`src/rtl/intr_ctl.sv`:
```
// intr_ctl -- parametrised interrupt controller for the IO bus.
//
// Latches NSRC interrupt sources. Each source is independently level- or
// edge-triggered, with a per-source enable and a read-to-claim register.
// The controller drives one registered interrupt line to execute.
//
// Optional feature macro: INTR_PRIO_EN
//   When defined, the block adds 2-bit per-source priorities (PRIO at io_addr
//   8/9) and a threshold (THRESH at io_addr 4). When undefined, all sources
//   have equal priority and the lowest index wins.
//
// Register map (io_addr): 0 PEND (W1C), 1 ENABLE, 2 MODE (1=edge), 3 CLAIM (RO),
//                         4 THRESH, 8 PRIO[7:0], 9 PRIO[15:8] (last three with INTR_PRIO_EN)
//
// Ports:
//   clk        clock
//   reset      synchronous, active-high reset
//   src        raw interrupt requests, active high, clk domain
//   io_addr    register index (CPU addr[4:1])
//   io_write   register write strobe
//   io_read    register read strobe (a CLAIM read has a side effect)
//   io_wdata   write data
//   io_rdata   combinational read data
//   interrupt  registered interrupt request
module intr_ctl #(
  parameter int RV   = 16,
  parameter int NSRC = 4
) (
  input  logic            clk,
  input  logic            reset,
  input  logic [NSRC-1:0] src,
  input  logic [3:0]      io_addr,
  input  logic            io_write,
  input  logic            io_read,
  input  logic [RV-1:0]   io_wdata,
  output logic [RV-1:0]   io_rdata,
  output logic            interrupt
);

  logic [NSRC-1:0] src_q;
  logic [NSRC-1:0] pend_r;
  logic [NSRC-1:0] enable;
  logic [NSRC-1:0] mode;

  logic [NSRC-1:0] rise;
  logic [NSRC-1:0] pend;
  logic [NSRC-1:0] act;
  logic [NSRC-1:0] clr;
  logic [NSRC-1:0] mode_nxt;
  logic [NSRC-1:0] pend_nxt;
  logic            win_vld;
  logic [3:0]      win_idx;
  logic [4:0]      claim_val;
  logic            wr_pend, wr_enable, wr_mode, claim;

`ifdef INTR_PRIO_EN
  logic [1:0] prio [NSRC];
  logic [1:0] thresh;
  logic [1:0] best;
  logic       wr_thresh, wr_prio_lo, wr_prio_hi;
`endif

  // Only the low NSRC bits (and with priorities, the PRIO fields) are decoded.
  logic unused_wdata;
  assign unused_wdata = ^io_wdata;

  always_comb begin
    wr_pend   = io_write && (io_addr == 4'd0);
    wr_enable = io_write && (io_addr == 4'd1);
    wr_mode   = io_write && (io_addr == 4'd2);
`ifdef INTR_PRIO_EN
    wr_thresh  = io_write && (io_addr == 4'd4);
    wr_prio_lo = io_write && (io_addr == 4'd8);
    wr_prio_hi = io_write && (io_addr == 4'd9);
`endif

    rise = src & ~src_q;
    // Level sources mirror the registered input directly, so they reach the
    // interrupt line with the same two-clock latency as edge sources.
    pend = (pend_r & mode) | (src_q & ~mode);
    act  = pend & enable;

    // Winner search: ascending scan, a strictly better candidate replaces the
    // current one, so ties resolve to the lowest index.
    win_vld = 1'b0;
    win_idx = '0;
`ifdef INTR_PRIO_EN
    best = '0;
    for (int i = 0; i < NSRC; i++) begin
      if (prio[i] <= thresh) act[i] = 1'b0;
    end
    for (int i = 0; i < NSRC; i++) begin
      if (act[i] && (!win_vld || (prio[i] > best))) begin
        win_vld = 1'b1;
        win_idx = 4'(i);
        best    = prio[i];
      end
    end
`else
    for (int i = 0; i < NSRC; i++) begin
      if (act[i] && !win_vld) begin
        win_vld = 1'b1;
        win_idx = 4'(i);
      end
    end
`endif
    claim_val = win_vld ? ({1'b0, win_idx} + 5'd1) : 5'd0;
    claim     = io_read && (io_addr == 4'd3) && win_vld;

    clr = wr_pend ? io_wdata[NSRC-1:0] : '0;
    for (int i = 0; i < NSRC; i++) begin
      if (claim && (win_idx == 4'(i))) clr[i] = 1'b1;
    end

    mode_nxt = wr_mode ? io_wdata[NSRC-1:0] : mode;
    // Edge latch survives only while the source stays in edge mode; a source
    // entering edge mode starts clear and a set beats a same-cycle clear.
    pend_nxt = (mode & mode_nxt) & (rise | (pend_r & ~clr));
  end

  // Register read mux: old state is returned in a cycle that also writes.
  always_comb begin
    io_rdata = '0;
    case (io_addr)
      4'd0: io_rdata[NSRC-1:0] = pend;
      4'd1: io_rdata[NSRC-1:0] = enable;
      4'd2: io_rdata[NSRC-1:0] = mode;
      4'd3: io_rdata[4:0]      = claim_val;
`ifdef INTR_PRIO_EN
      4'd4: io_rdata[1:0]      = thresh;
      4'd8: for (int i = 0; i < NSRC && i < 8; i++) io_rdata[2*i +: 2] = prio[i];
      4'd9: for (int i = 8; i < NSRC; i++) io_rdata[2*(i-8) +: 2] = prio[i];
`endif
      default: io_rdata = '0;
    endcase
  end

  // ---- state update at clock edge ----
  always_ff @(posedge clk) begin
    if (reset) begin
      src_q     <= '0;
      pend_r    <= '0;
      enable    <= '0;
      mode      <= '0;
      interrupt <= 1'b0;
    end else begin
      src_q     <= src;
      pend_r    <= pend_nxt;
      mode      <= mode_nxt;
      if (wr_enable) enable <= io_wdata[NSRC-1:0];
      interrupt <= |act;
    end
  end

`ifdef INTR_PRIO_EN
  always_ff @(posedge clk) begin
    if (reset) begin
      thresh <= '0;
      for (int i = 0; i < NSRC; i++) prio[i] <= '0;
    end else begin
      if (wr_thresh) thresh <= io_wdata[1:0];
      for (int i = 0; i < NSRC && i < 8; i++) begin
        if (wr_prio_lo) prio[i] <= io_wdata[2*i +: 2];
      end
      for (int i = 8; i < NSRC; i++) begin
        if (wr_prio_hi) prio[i] <= io_wdata[2*(i-8) +: 2];
      end
    end
  end
`endif

endmodule
```
`config.mk`:
```
export PLATFORM = sky130hd
export DESIGN_NAME = intr_ctl
export DESIGN_NICKNAME = d
export VERILOG_FILES = /design/src/rtl/intr_ctl.sv
export SDC_FILE = /design/constraint.sdc
export NUM_CORES = 1
export LEC_CHECK = 0
export CORE_UTILIZATION = 27
export CTS_CLUSTER_DIAMETER = 80
export DETAILED_ROUTE_END_ITERATION = 7
export PLACE_DENSITY = 0.51
export SYNTH_ARGS = -nofsm -noshare
export SYNTH_HDL_FRONTEND = slang
export SYNTH_SLANG_ARGS = --single-unit
```
`constraint.sdc`:
```
create_clock -name clk -period 2.1 [get_ports clk]
set_clock_uncertainty 0.15 [all_clocks]
set_input_delay 0.21 -clock clk [delete_from_list [all_inputs] [get_ports clk]]
set_output_delay 0.21 -clock clk [all_outputs]
set_load 0.03 [all_outputs]
```
==> reports/summary.txt <==
=================================================================================================
Global-route wire length before repair .............................................      4243 um
Maximum clock frequency ............................................................   0.4973 GHz
Yosys Warn Count ...................................................................            0
Pin count of the biggest net entering global routing ...............................           17
Maximum buffer depth of the clock tree .............................................            2
Die Ht .............................................................................     65.09 um
Drc violations .....................................................................            0
Worst skew pair latency ............................................................      0.25 ns
Clock-pin transition on the worst setup and hold timing paths ......................      0.07 ns
Number of cells produced by synthesis ..............................................          130
Cell taking the most area after synthesis .......................................... sky130_fd_sc_hd__dfxtp_1
Maximum fanout along the worst path ................................................            5
Antenna Violating Nets Remaining ...................................................            0
Internal Power .....................................................................    0.5195 mW
Sequential element share of the synthesized area ...................................       0.3166
First-iteration detailed-routing DRC count .........................................           18
Cell types with the largest area share after synthesis ............................. sky130_fd_sc_hd__dfxtp_1 (32%), sky130_fd_sc_hd__mux2i_1 (8.4%), sky130_fd_sc_hd__buf_4 (8.4%)
Overall via count from detail_route ................................................          984
CTS tree ...........................................................................        built
DRT Pass-1 Iters ...................................................................            4
Power per standard cell area ....................................................... 514.2 nW/um^2
Nets ...............................................................................          186
Post-detail-place hpwl .............................................................      1928 um
Startpoint types ...................................................................         flop
Number of global-route vias before repair ..........................................          919
Number of buffers created by CTS ...................................................            3
Hold Slack .........................................................................    0.3521 ns
Top FF cell, synth ................................................................. sky130_fd_sc_hd__dfxtp_1
Total leakage power ................................................................    0.5632 nW
Number of antenna violations at the first check in global routing ..................            0
Fraction of final layout cells sized beyond drive strength 1 .......................       0.1783
Most frequent cell after synthesis ................................................. sky130_fd_sc_hd__dfxtp_1
IO Pins ............................................................................           45
Req. time, crit path ...............................................................      1.74 ns
Post-layout util ...................................................................       0.3760
Sequential share of power ..........................................................        0.461
Number of buffers added to fix hold violations after cts ...........................            0
Signal arrival time at the worst endpoint ..........................................      1.65 ns
Share of total power in combinational logic ........................................        0.191
TritonCTS sink count ...............................................................           17
Switching power ....................................................................    0.2043 mW
Max-capacitance violation count ....................................................            0
Buffer cell driving the clock tree root ............................................ sky130_fd_sc_hd__clkbuf_8
Post-synth top cells ............................................................... sky130_fd_sc_hd__dfxtp_1 (17), sky130_fd_sc_hd__nor2_1 (15), sky130_fd_sc_hd__buf_4 (12)
Antenna diode count ................................................................            0
Max-slew violation count ...........................................................            0
Fraction of power consumed by the clock network ....................................        0.349
Core ar. ...........................................................................   3744 sq um
Area post-placement ................................................................   1328 sq um
Ratio of final minimum period to clock period ......................................       0.9576
Count of final setup violators .....................................................            0
Post-synthesis cell area ...........................................................   1075 sq um
Die X-Extent .......................................................................     65.09 um
Setup crit end kind ................................................................ primary output
Post-synth top area share ..........................................................       0.3166
Wirelength, routed .................................................................      2595 um
Share of flip-flops with an asynchronous set or reset ..............................            0
Critical path class ................................................................ flop to primary output
Worst supply voltage drop on vdd ...................................................  0.0002063 V
Global Route Usage Sum .............................................................       0.1316
Fraction of power spent switching nets .............................................       0.2823
Number of distinct library cell variants in the gate-level netlist after synthesis .           37
Drt via density ....................................................................        4.800
Setup repair after global routing missed its margin ................................           no
P&R area growth vs syn .............................................................       30.97%
Type of the worst min-delay path ................................................... flop to flop
Accumulated negative setup slack ...................................................         0 ns
Final non-filler cell area .........................................................   1408 sq um
Routability-driven placement congestion ratio ......................................       0.7988
Average wire per cell in the routed design .........................................     12.66 um
Post-synthesis average cell area ...................................................  8.268 sq um
Count of flip-flops with a built-in enable after synthesis .........................            0
Std-Cell Rows ......................................................................           22
Count of port buffers added during placement .......................................           20
Fill count .........................................................................          421
H-tree levels ......................................................................            1
Flip-flop and latch count after synthesis ..........................................           17
Total congestion overflow ..........................................................            0
Effective utilization at floorplan .................................................       0.2871
Final critical-path required period ................................................     2.011 ns
Count of endpoints failing hold in the final timing report .........................            0
Result of the run .................................................................. complete, no violations
Die area ...........................................................................   4237 sq um
=================================================================================================
critical path: stages, from the launching register on:
cell and delay [ns]:
sky130_fd_sc_hd__dfxtp_4 0.37, sky130_fd_sc_hd__mux2_4 0.32, sky130_fd_sc_hd__a22oi_2 0.22, sky130_fd_sc_hd__nand4_1 0.14, sky130_fd_sc_hd__a21oi_2 0.17, sky130_fd_sc_hd__buf_4 0.17
layout by cell type, fill, tap and decap left out, drive strengths merged, types with 2 or more instances in the layout:
master and instances:
nor3b 4, mux2 3, nand4 2, nand4b 2, nand2b 3, o22ai 4
dfxtp 17, clkbuf 3, mux2i 9, clkdlybuf4s50 16, nor3 2, inv 6
nor2 15, nand2 7, and2 2, buf 12, o21ai 4, nor2b 6
o32a 3, conb 12, a21oi 9, o21a 2
flip-flops by register name (all words and copies together) (netlist names):
| register | count |
|---|---|
| enable | 4 |
| mode | 4 |
| pend_r | 4 |
| src_q | 4 |
| interrupt | 1 |
final cells by class:
type | instances | area (sq um) | area share
multi-input combinational | 102 | 658.1 | 0.4676
sequential | 17 | 345.3 | 0.2453
timing repair buffer | 28 | 275.3 | 0.1956
tap | 48 | 60.06 | 0.04267
clock buffer | 3 | 41.29 | 0.02933
inverter | 6 | 22.52 | 0.01600
clock inverter | 1 | 5.005 | 0.003556
through the flow:
stage	power, mW	instances	worst slack, ns
finish	0.7238	205	0.08911
global route	0.7592	205	0.01769
CTS	0.7343	205	0.01520
detailed placement	0.4774	199	0.08794
global placement	0.4764	199	0.09634
floorplan	0.4350	141	0.1719
per-layer routing:
layer  up-vias  share of wire  GRT usage
met1       468           0.44     0.1495
met2        24           0.51     0.2396
met3         2          0.035    0.02257
met4         0         0.0089    0.05707
li1        490              -          -
met5         -              0          0
logic make-up (layout without fill, tap and decap cells):
| kind of cell | count (synthesis) | in the layout | share of synthesized area |
|---|---|---|---|
| AND/OR/NAND/NOR | 48 | 48 | 0.2410 |
| AO/OA/AOI/OAI | 30 | 30 | 0.1979 |
| buffers and inverters | 22 | 38 | 0.1222 |
| flip-flops | 17 | 17 | 0.3167 |
| multiplexers | 12 | 12 | 0.1187 |
| other | 1 | 12 | 0.003489 |
worst paths after layout:
kind	from	endpoint	slack, ns	cells past startpoint
max	mode[1]	io_rdata[2]	0.09	5
min reg2reg	pend_r[1]	pend_r[1]	0.35	2
max reg2reg	mode[1]	interrupt	0.46	6
min	pend_r[1]	pend_r[1]	0.35	2
power groups by stage:
stage,logic (mW),clock network [mW],registers [mW]
after floorplan,0.0945,0,0.340
after global placement,0.135,0,0.342
after detailed placement,0.136,0,0.342
after CTS,0.137,0.263,0.334
after global routing,0.148,0.277,0.334
final,0.138,0.253,0.333
repair_timing:
item                                    in CTS  in global routing
endpoints found under the hold margin        0                  0
endpoints found under the setup margin       3                  2
pin swaps                                    1                  1
resized for setup                            2                  4
setup buffers                                2                  0
(Power assumes the default switching activity.)
